`config.mk`:
```
export PLATFORM = sky130hd
export DESIGN_NAME = etapa_fetch
export DESIGN_NICKNAME = d
export VERILOG_FILES = /design/src/rtl/etapa_fetch_pkg.sv /design/src/rtl/etapa_fetch_registro_if_id.sv /design/src/rtl/etapa_fetch.sv
export SDC_FILE = /design/constraint.sdc
export NUM_CORES = 1
export LEC_CHECK = 0
export ABC_AREA = 1
export CAP_MARGIN = 10
export CORE_UTILIZATION = 45
export DETAILED_ROUTE_END_ITERATION = 16
export PLACE_DENSITY = 0.8
export SYNTH_ARGS = -nofsm -noshare
export SYNTH_HDL_FRONTEND = slang
export SYNTH_SLANG_ARGS = --single-unit
```
`constraint.sdc`:
```
create_clock -name clk -period 2.5 [get_ports clk]
set_clock_uncertainty 0.05 [all_clocks]
set_input_delay 0.75 -clock clk [delete_from_list [all_inputs] [get_ports clk]]
set_output_delay 0.75 -clock clk [all_outputs]
set_load 0.05 [all_outputs]
```
`src/rtl/etapa_fetch_pkg.sv`:
```
// etapa_fetch_pkg: shared constants and helpers for the instruction-fetch stage.
//   - instruction width, reset PC and bubble word defaults
//   - J-type index field slice and jump-target helper
//   - next-PC source selector
package etapa_fetch_pkg;

  localparam int unsigned INSTR_W      = 32;
  localparam logic [31:0] DEF_RESET_PC = 32'h0000_0000;
  // sll $0,$0,0
  localparam logic [31:0] DEF_NOP_WORD = 32'h0000_0000;

  localparam int unsigned JIDX_MSB = 25;
  localparam int unsigned JIDX_LSB = 0;
  localparam int unsigned JIDX_W   = JIDX_MSB - JIDX_LSB + 1;

  typedef enum logic [1:0] {
    PC_SEQ,
    PC_HOLD,
    PC_BRANCH,
    PC_JUMP
  } pc_sel_e;

  // J-type target: region bits from PC+4, index shifted to a word address.
  function automatic logic [31:0] jump_target(input logic [31:0]       pc4,
                                              input logic [JIDX_W-1:0] idx);
    return {pc4[31:28], idx, 2'b00};
  endfunction

endpackage

```
`src/rtl/etapa_fetch_registro_if_id.sv`:
```
// registro_if_id: IF/ID pipeline register.
//   clk_i    rising-edge clock
//   rst_i    synchronous active-high reset
//   clr_i    synchronous clear to a bubble (wins over en_i)
//   en_i     load enable (deasserted while stalled)
//   instr_i / pc4_i / valid_i   next contents
//   instr_o / pc4_o / valid_o   registered contents
module registro_if_id
  import etapa_fetch_pkg::*;
#(
  parameter logic [INSTR_W-1:0] CLR_INSTR = DEF_NOP_WORD
) (
  input  logic               clk_i,
  input  logic               rst_i,
  input  logic               clr_i,
  input  logic               en_i,
  input  logic [INSTR_W-1:0] instr_i,
  input  logic [31:0]        pc4_i,
  input  logic               valid_i,
  output logic [INSTR_W-1:0] instr_o,
  output logic [31:0]        pc4_o,
  output logic               valid_o
);

  logic [INSTR_W-1:0] instr_q;
  logic [31:0]        pc4_q;
  logic               valid_q;

  always_ff @(posedge clk_i) begin
    if (rst_i || clr_i) begin
      instr_q <= CLR_INSTR;
      pc4_q   <= '0;
      valid_q <= 1'b0;
    end else if (en_i) begin
      instr_q <= instr_i;
      pc4_q   <= pc4_i;
      valid_q <= valid_i;
    end
  end

  assign instr_o = instr_q;
  assign pc4_o   = pc4_q;
  assign valid_o = valid_q;

endmodule

```
`src/rtl/etapa_fetch.sv`:
```
// etapa_fetch: instruction-fetch stage of the single-issue pipeline.
//   clk, reset (sync, active-high)
//   stall, flush                hazard controls
//   branch_taken/branch_target  branch redirect from EX
//   jump_en/jump_index          J-type redirect
//   instr_in                    big-endian word read combinationally at pc_out
//   pc_out                      current PC / instruction memory byte address
//   if_id_instr/pc4/valid       IF/ID pipeline register
//   misalign_err, range_err     sticky error flags
//   fetch_count                 valid captures since reset
module etapa_fetch
  import etapa_fetch_pkg::*;
#(
  parameter logic [31:0] RESET_PC  = DEF_RESET_PC,
  parameter int unsigned MEM_BYTES = 256,
  parameter logic [31:0] NOP_WORD  = DEF_NOP_WORD
) (
  input  logic               clk,
  input  logic               reset,
  input  logic               stall,
  input  logic               flush,
  input  logic               branch_taken,
  input  logic [31:0]        branch_target,
  input  logic               jump_en,
  input  logic [JIDX_W-1:0]  jump_index,
  input  logic [INSTR_W-1:0] instr_in,
  output logic [31:0]        pc_out,
  output logic [INSTR_W-1:0] if_id_instr,
  output logic [31:0]        if_id_pc4,
  output logic               if_id_valid,
  output logic               misalign_err,
  output logic               range_err,
  output logic [31:0]        fetch_count
);

  localparam logic [31:0] LAST_WORD_ADDR = 32'(MEM_BYTES - 4);

  logic [31:0] pc_q, pc_d;
  logic [31:0] pc4;
  logic        misalign_q, misalign_d;
  logic        range_q, range_d;
  logic [31:0] count_q, count_d;
  pc_sel_e     pc_sel;
  logic        redirect;
  logic        ifid_clr;
  logic        capture;

  always_comb begin
    pc4      = pc_q + 32'd4;
    redirect = branch_taken | jump_en;

    pc_sel = PC_SEQ;
    if (branch_taken)  pc_sel = PC_BRANCH;
    else if (jump_en)  pc_sel = PC_JUMP;
    else if (stall)    pc_sel = PC_HOLD;

    pc_d = pc4;
    unique case (pc_sel)
      PC_SEQ:    pc_d = pc4;
      PC_HOLD:   pc_d = pc_q;
      PC_BRANCH: pc_d = {branch_target[31:2], 2'b00};
      PC_JUMP:   pc_d = jump_target(pc4, jump_index);
    endcase

    // A redirect makes the word fetched this cycle wrong-path, so it is
    // squashed exactly like an explicit flush; clear beats the stall hold.
    ifid_clr = redirect | flush;
    capture  = ~stall & ~ifid_clr;

    misalign_d = misalign_q | (branch_taken & (branch_target[1:0] != 2'b00));
    range_d    = range_q | (capture & (pc_q > LAST_WORD_ADDR));
    count_d    = capture ? count_q + 32'd1 : count_q;
  end

  always_ff @(posedge clk) begin
    if (reset) begin
      pc_q       <= RESET_PC;
      misalign_q <= 1'b0;
      range_q    <= 1'b0;
      count_q    <= '0;
    end else begin
      pc_q       <= pc_d;
      misalign_q <= misalign_d;
      range_q    <= range_d;
      count_q    <= count_d;
    end
  end

  registro_if_id #(
    .CLR_INSTR (NOP_WORD)
  ) u_if_id (
    .clk_i   (clk),
    .rst_i   (reset),
    .clr_i   (ifid_clr),
    .en_i    (~stall),
    .instr_i (instr_in),
    .pc4_i   (pc4),
    .valid_i (1'b1),
    .instr_o (if_id_instr),
    .pc4_o   (if_id_pc4),
    .valid_o (if_id_valid)
  );

  assign pc_out       = pc_q;
  assign misalign_err = misalign_q;
  assign range_err    = range_q;
  assign fetch_count  = count_q;

endmodule

```
* After elaboration in Yosys (flattened, before gate mapping)
Index checks and enable logic that the tools add are counted.
** Storage, ports and cells
- Bits in registers :: 131
- Input bits :: 96
- Logic and storage cells :: 29
** Cells by class
- Add/sub/neg operators :: 2
- $lt $le $gt $ge :: 1
- Eq/ne operators :: 3
- Mux-type cells :: 4
- Bitwise logic cells :: 9
- Reduce and logical (&&, ||, !) cells :: 3
** Operators by type and width (number)
- case mux 32 bit (3 select lines) :: 1
- adder 32 x 1 -> 32 bit, second input constant :: 1
- adder 32 x 3 -> 32 bit, second input constant :: 1
- > comparator 32 x 8 -> 1 bit, second input constant :: 1
- equality test 2 bit, second input constant :: 2
- two-way mux 2 bit :: 2
- bitwise OR 1 bit :: 4
- bitwise AND 1 bit :: 3
- equality test 2 x 1 -> 1 bit, second input constant :: 1
- zero test 2 bit :: 1
- inverter 1 bit :: 2
- nonzero test 2 bit :: 1
- logical OR 1 bit :: 1
- two-way mux 1 bit :: 1

* Logic depth before layout (Yosys ltp)
- Word-level depth :: 6
- Depth in mapped cells :: 11
- Gate-level depth less buffers :: 11

* By module
A second synthesis with hierarchy kept.
** Second synthesis, totals
- Cells, all modules :: 1114
- Area total of the unflattened synthesis :: 6976.7 um2
** By module, submodules not included
- etapa_fetch :: times used 1, cells an instance 702, area an instance 4331.7 um2, seq. area each 1281.2 um2
- registro_if_id :: times used 1, cells an instance 412, area an instance 2645.0 um2, seq. area each 1301.2 um2

* Worst setup path before layout
Ideal clock, no wire load.
- Kind :: register to register
- Start point :: register pc_q[3] (netlist: pc_out[3])
- End point :: register pc_q[16] (netlist: pc_out[16])
- Library setup time :: 0.070 ns
- Arrival :: 1.830 ns
- Required time :: 2.380 ns
- Slack :: 0.550 ns
- Stages on the path, launching flop included :: 9
- Buffers on the path :: 0
- Period minus slack after synthesis :: 1.950 ns
- Cell sequence :: dfxtp_1 > ha_1 > nand3_1 > nor2_2 > inv_1 > nor2_1 > xor2_1 > nand2_1 > a21oi_1
** On the way
- Cells in the longest elaborated chain, start to end :: 2
** Ends and longest elaborated chain
- start: declaration :: RTL line etapa_fetch.sv:38 : logic [31:0] pc_q, pc_d;
- start signal: assignment :: RTL line etapa_fetch.sv:82 : pc_q <= pc_d;
- adder 32 x 3 -> 32 bit :: RTL line etapa_fetch.sv:49 : pc4 = pc_q + 32'd4;
- case mux 32 bit (3 select lines) :: RTL line etapa_fetch.sv:58 : unique case (pc_sel)
No other way between the ends.
A chain may end at the register's enable or synchronous reset.

* Worst setup path in the final report
- Start point :: register count_q[20] (netlist: fetch_count[20])
- End point :: output fetch_count[20]
** RTL lines
- start: declaration :: RTL line etapa_fetch.sv:42 : logic [31:0] count_q, count_d;
- start signal: assignment :: RTL line etapa_fetch.sv:85 : count_q <= count_d;
- end: declaration :: RTL line etapa_fetch.sv:33 : output logic [31:0] fetch_count
No word-level cell between the ends.

==> impl_metrics.yaml <==
clocking:
  cts_max_path_buffers: 2
  worst_skew_pair.late_latency_ns: 0.42
  clock-sinks: 127
  cts.clk_slew.worst_paths_ns: 0.06
  cts-root-buf: "clkbuf_16"
  hold_buffers: 0
  cts_tree: "done"
  numCtsBuffers: 17
  cts-resized-gates: 21
  post_cts_buffers: 0
  cts_max_level: 4
floorplan:
  die_area_um2: 14900
  num_io_pins: 227
  die_w_um: 122
  die_h_um: 122
  start_util: 0.464
  num_rows: 43
  coreArea_um2: 13900
drt:
  drtPass1Iterations: 6
  antenna_left: 0
  wl_per_cell_um: 15.3
  drt_first_iter_violations: 661
  drc: 0
  vias: 7213
  drt_wl_total_mm: 21.2
  viasPerCell: 5.21
global_routing:
  grt_pass1_wl_mm: 33.2
  grt_usage: 0.289
  grt_pass1_vias: 6377
  grt_max_degree: 64
  antenna_found_initial: 0
  grt.overflow.total: 0
power_and_ir_drop:
  p_seq_frac: 0.395
  p_int_mw: 3.89
  swShare: 0.287
  p_comb_frac: 0.144
  vdd_drop_max_v: 0.000601
  clockPowerShare: 0.461
  p_per_area_nw_per_um2: 571
  power.switching_mw: 1.56
  power.leakage_nw: 3.99
synth:
  netlist_top_cells_area: "dfxtp_1 (39%), nand2_1 (15%), nor2_1 (8.9%)"
  synthTopCellsByCount: "nand2_1 (261), nor2_1 (153), dfxtp_1 (127), a21oi_1 (85), inv_1 (73)"
  async_flop_share: 0
  synth_most_common_cell: "nand2_1"
  ys_types: 40
  syn_avg_cell_area_um2: 6.71
  yosysTopAreaCell: "dfxtp_1"
  ys_seq_area_frac: 0.393
  synth-edff-count: 0
  synthFlopType: "dfxtp_1"
  synth.ff_latch_count: 127
  synth_cells: 965
  yosysTopAreaCellShare: 0.393
  synth_warnings: 0
  synth_area_um2: 6470
timing:
  fin_crit_ns: 2.47
  maxSlewViolCount: 0
  setup_viol: 0
  hold_violations: 0
  rsz0062_at_grt: "false"
  fin_crit_sh: 0.987
  fin_tns_setup_ns: 0
  max_freq_mhz: 405
  relSlewSlack: 0.586
  worst_pin_slew_ns: 0.621
layout:
  seq_area_um2: 2540
  num_antenna_cells: 0
  area_growth_pct: 47.7
  nNetsFinal: 1290
  drive_gt1_frac: 0.0847
  multi_input_area_um2: 3440
  fin_cells: 1384
  fillers: 1217
setup_path:
  cp_num_buf_inv: 1
  worst-path-max-fanout: 5
  required_ns: 1.70
  reg2reg_slack_ns: 0.46
  cp.arrival_ns: 1.67
  critPathKind: "reg -> out"
  crit_path_cell_trace: "clkdlybuf4s50_1"
  cp_slowest_cell: "clkdlybuf4s50_1"
  cp_slowest_stage_delay_ns: 0.83
  startpoint_type: "flop"
  cp-end-kind: "output pin"
  cp_top_family: "buffers and inverters"
placement:
  dp.cells: 1352
  gp_congestion: 0.988
  hpwl_mm: 15.6
  portBuffers: 222
run:
  drv_cap: 0
hold_path:
  hp-class: "reg -> reg"
outcome:
  status: "finished, final reports clean"
## sequential cells by signal, summed over array words and instances (netlist names)
| signal | cells |
|---|---|
| fetch_count | 32 |
| u_if_id.instr_o | 32 |
| pc_out | 30 |
| u_if_id.pc4_o | 30 |
| misalign_err | 1 |
| range_err | 1 |
| u_if_id.valid_o | 1 |
## cell type report
type	instances	area share
Clock buffer	17	0.0445
Sequential cell	127	0.266
Multi-Input combinational cell	718	0.360
Clock inverter	15	0.0179
Timing Repair Buffer	249	0.257
Tap cell	180	0.0236
Inverter	78	0.0309
## metal layers
layer  vias to the layer above  track usage  part of all wire
met1                      3300        0.383              0.43
li1                       3584            -                 -
met2                       308        0.448              0.46
met5                         -            0                 0
met3                        21       0.0950             0.095
met4                         0       0.0787             0.013
## final timing paths
check                        from         endpoint  cells past startpoint
hold / removal       misalign_err     misalign_err                      2
setup / recovery  fetch_count[20]  fetch_count[20]                      1
setup reg to reg        pc_out[2]       pc_out[16]                      8
hold reg to reg      misalign_err     misalign_err                      2
## through the flow
step / setup slack (ns) / area (µm²) / util / hold slack, ns / total power [mW]
6_report: 0.0332 / 9560 / 0.686 / 0.401 / 5.46
5_1_grt: 0.0000911 / 9560 / 0.686 / 0.432 / 5.63
4_1_cts: 0.000679 / 9540 / 0.684 / 0.407 / 5.47
3_5_place_dp: -0.00228 / 8960 / 0.643 / 0.398 / 2.99
3_3_place_gp: 0.0707 / 8960 / 0.643 / 0.389 / 2.98
2_1_floorplan: 0.550 / 6480 / - / 0.618 / 2.62
## power groups by stage
| stage | Sequential, mW | Clock (mW) | Combinational [mW] |
|---|---|---|---|
| after global placement | 2.20 | 0 | 0.788 |
| after floorplan | 2.35 | 0 | 0.268 |
| after detailed placement | 2.20 | 0 | 0.793 |
| after CTS | 2.15 | 2.53 | 0.785 |
| after global routing | 2.16 | 2.63 | 0.840 |
| final | 2.15 | 2.52 | 0.786 |
## cells in the final DEF (no fill, tap or decap), types with 13 or more instances in the layout
cell type / n
a21oi_1: 85
a221oi_1: 13
a22oi_1: 14
buf_4: 33
clkbuf_16: 17
clkdlybuf4s50_1: 179
dfxtp_1: 127
dlygate4sd2_1: 21
inv_1: 73
nand2_1: 261
nand3_1: 31
nor2_1: 153
o21ai_0: 63
xor2_1: 14
## cell families (layout without fill, tap and decap cells)
logic type | after synthesis | count (layout) | synth area share
AND/OR/NAND/NOR | 501 | 501 | 0.332
flip-flops | 127 | 127 | 0.393
adder cells (fa/ha/maj) | 3 | 3 | 0.00580
buffers and inverters | 123 | 359 | 0.0779
other | 1 | 4 | 0.000579
XOR/XNOR | 20 | 20 | 0.0271
AO/OA/AOI/OAI | 190 | 190 | 0.164
Note: power is estimated with default switching activity, not from simulation.
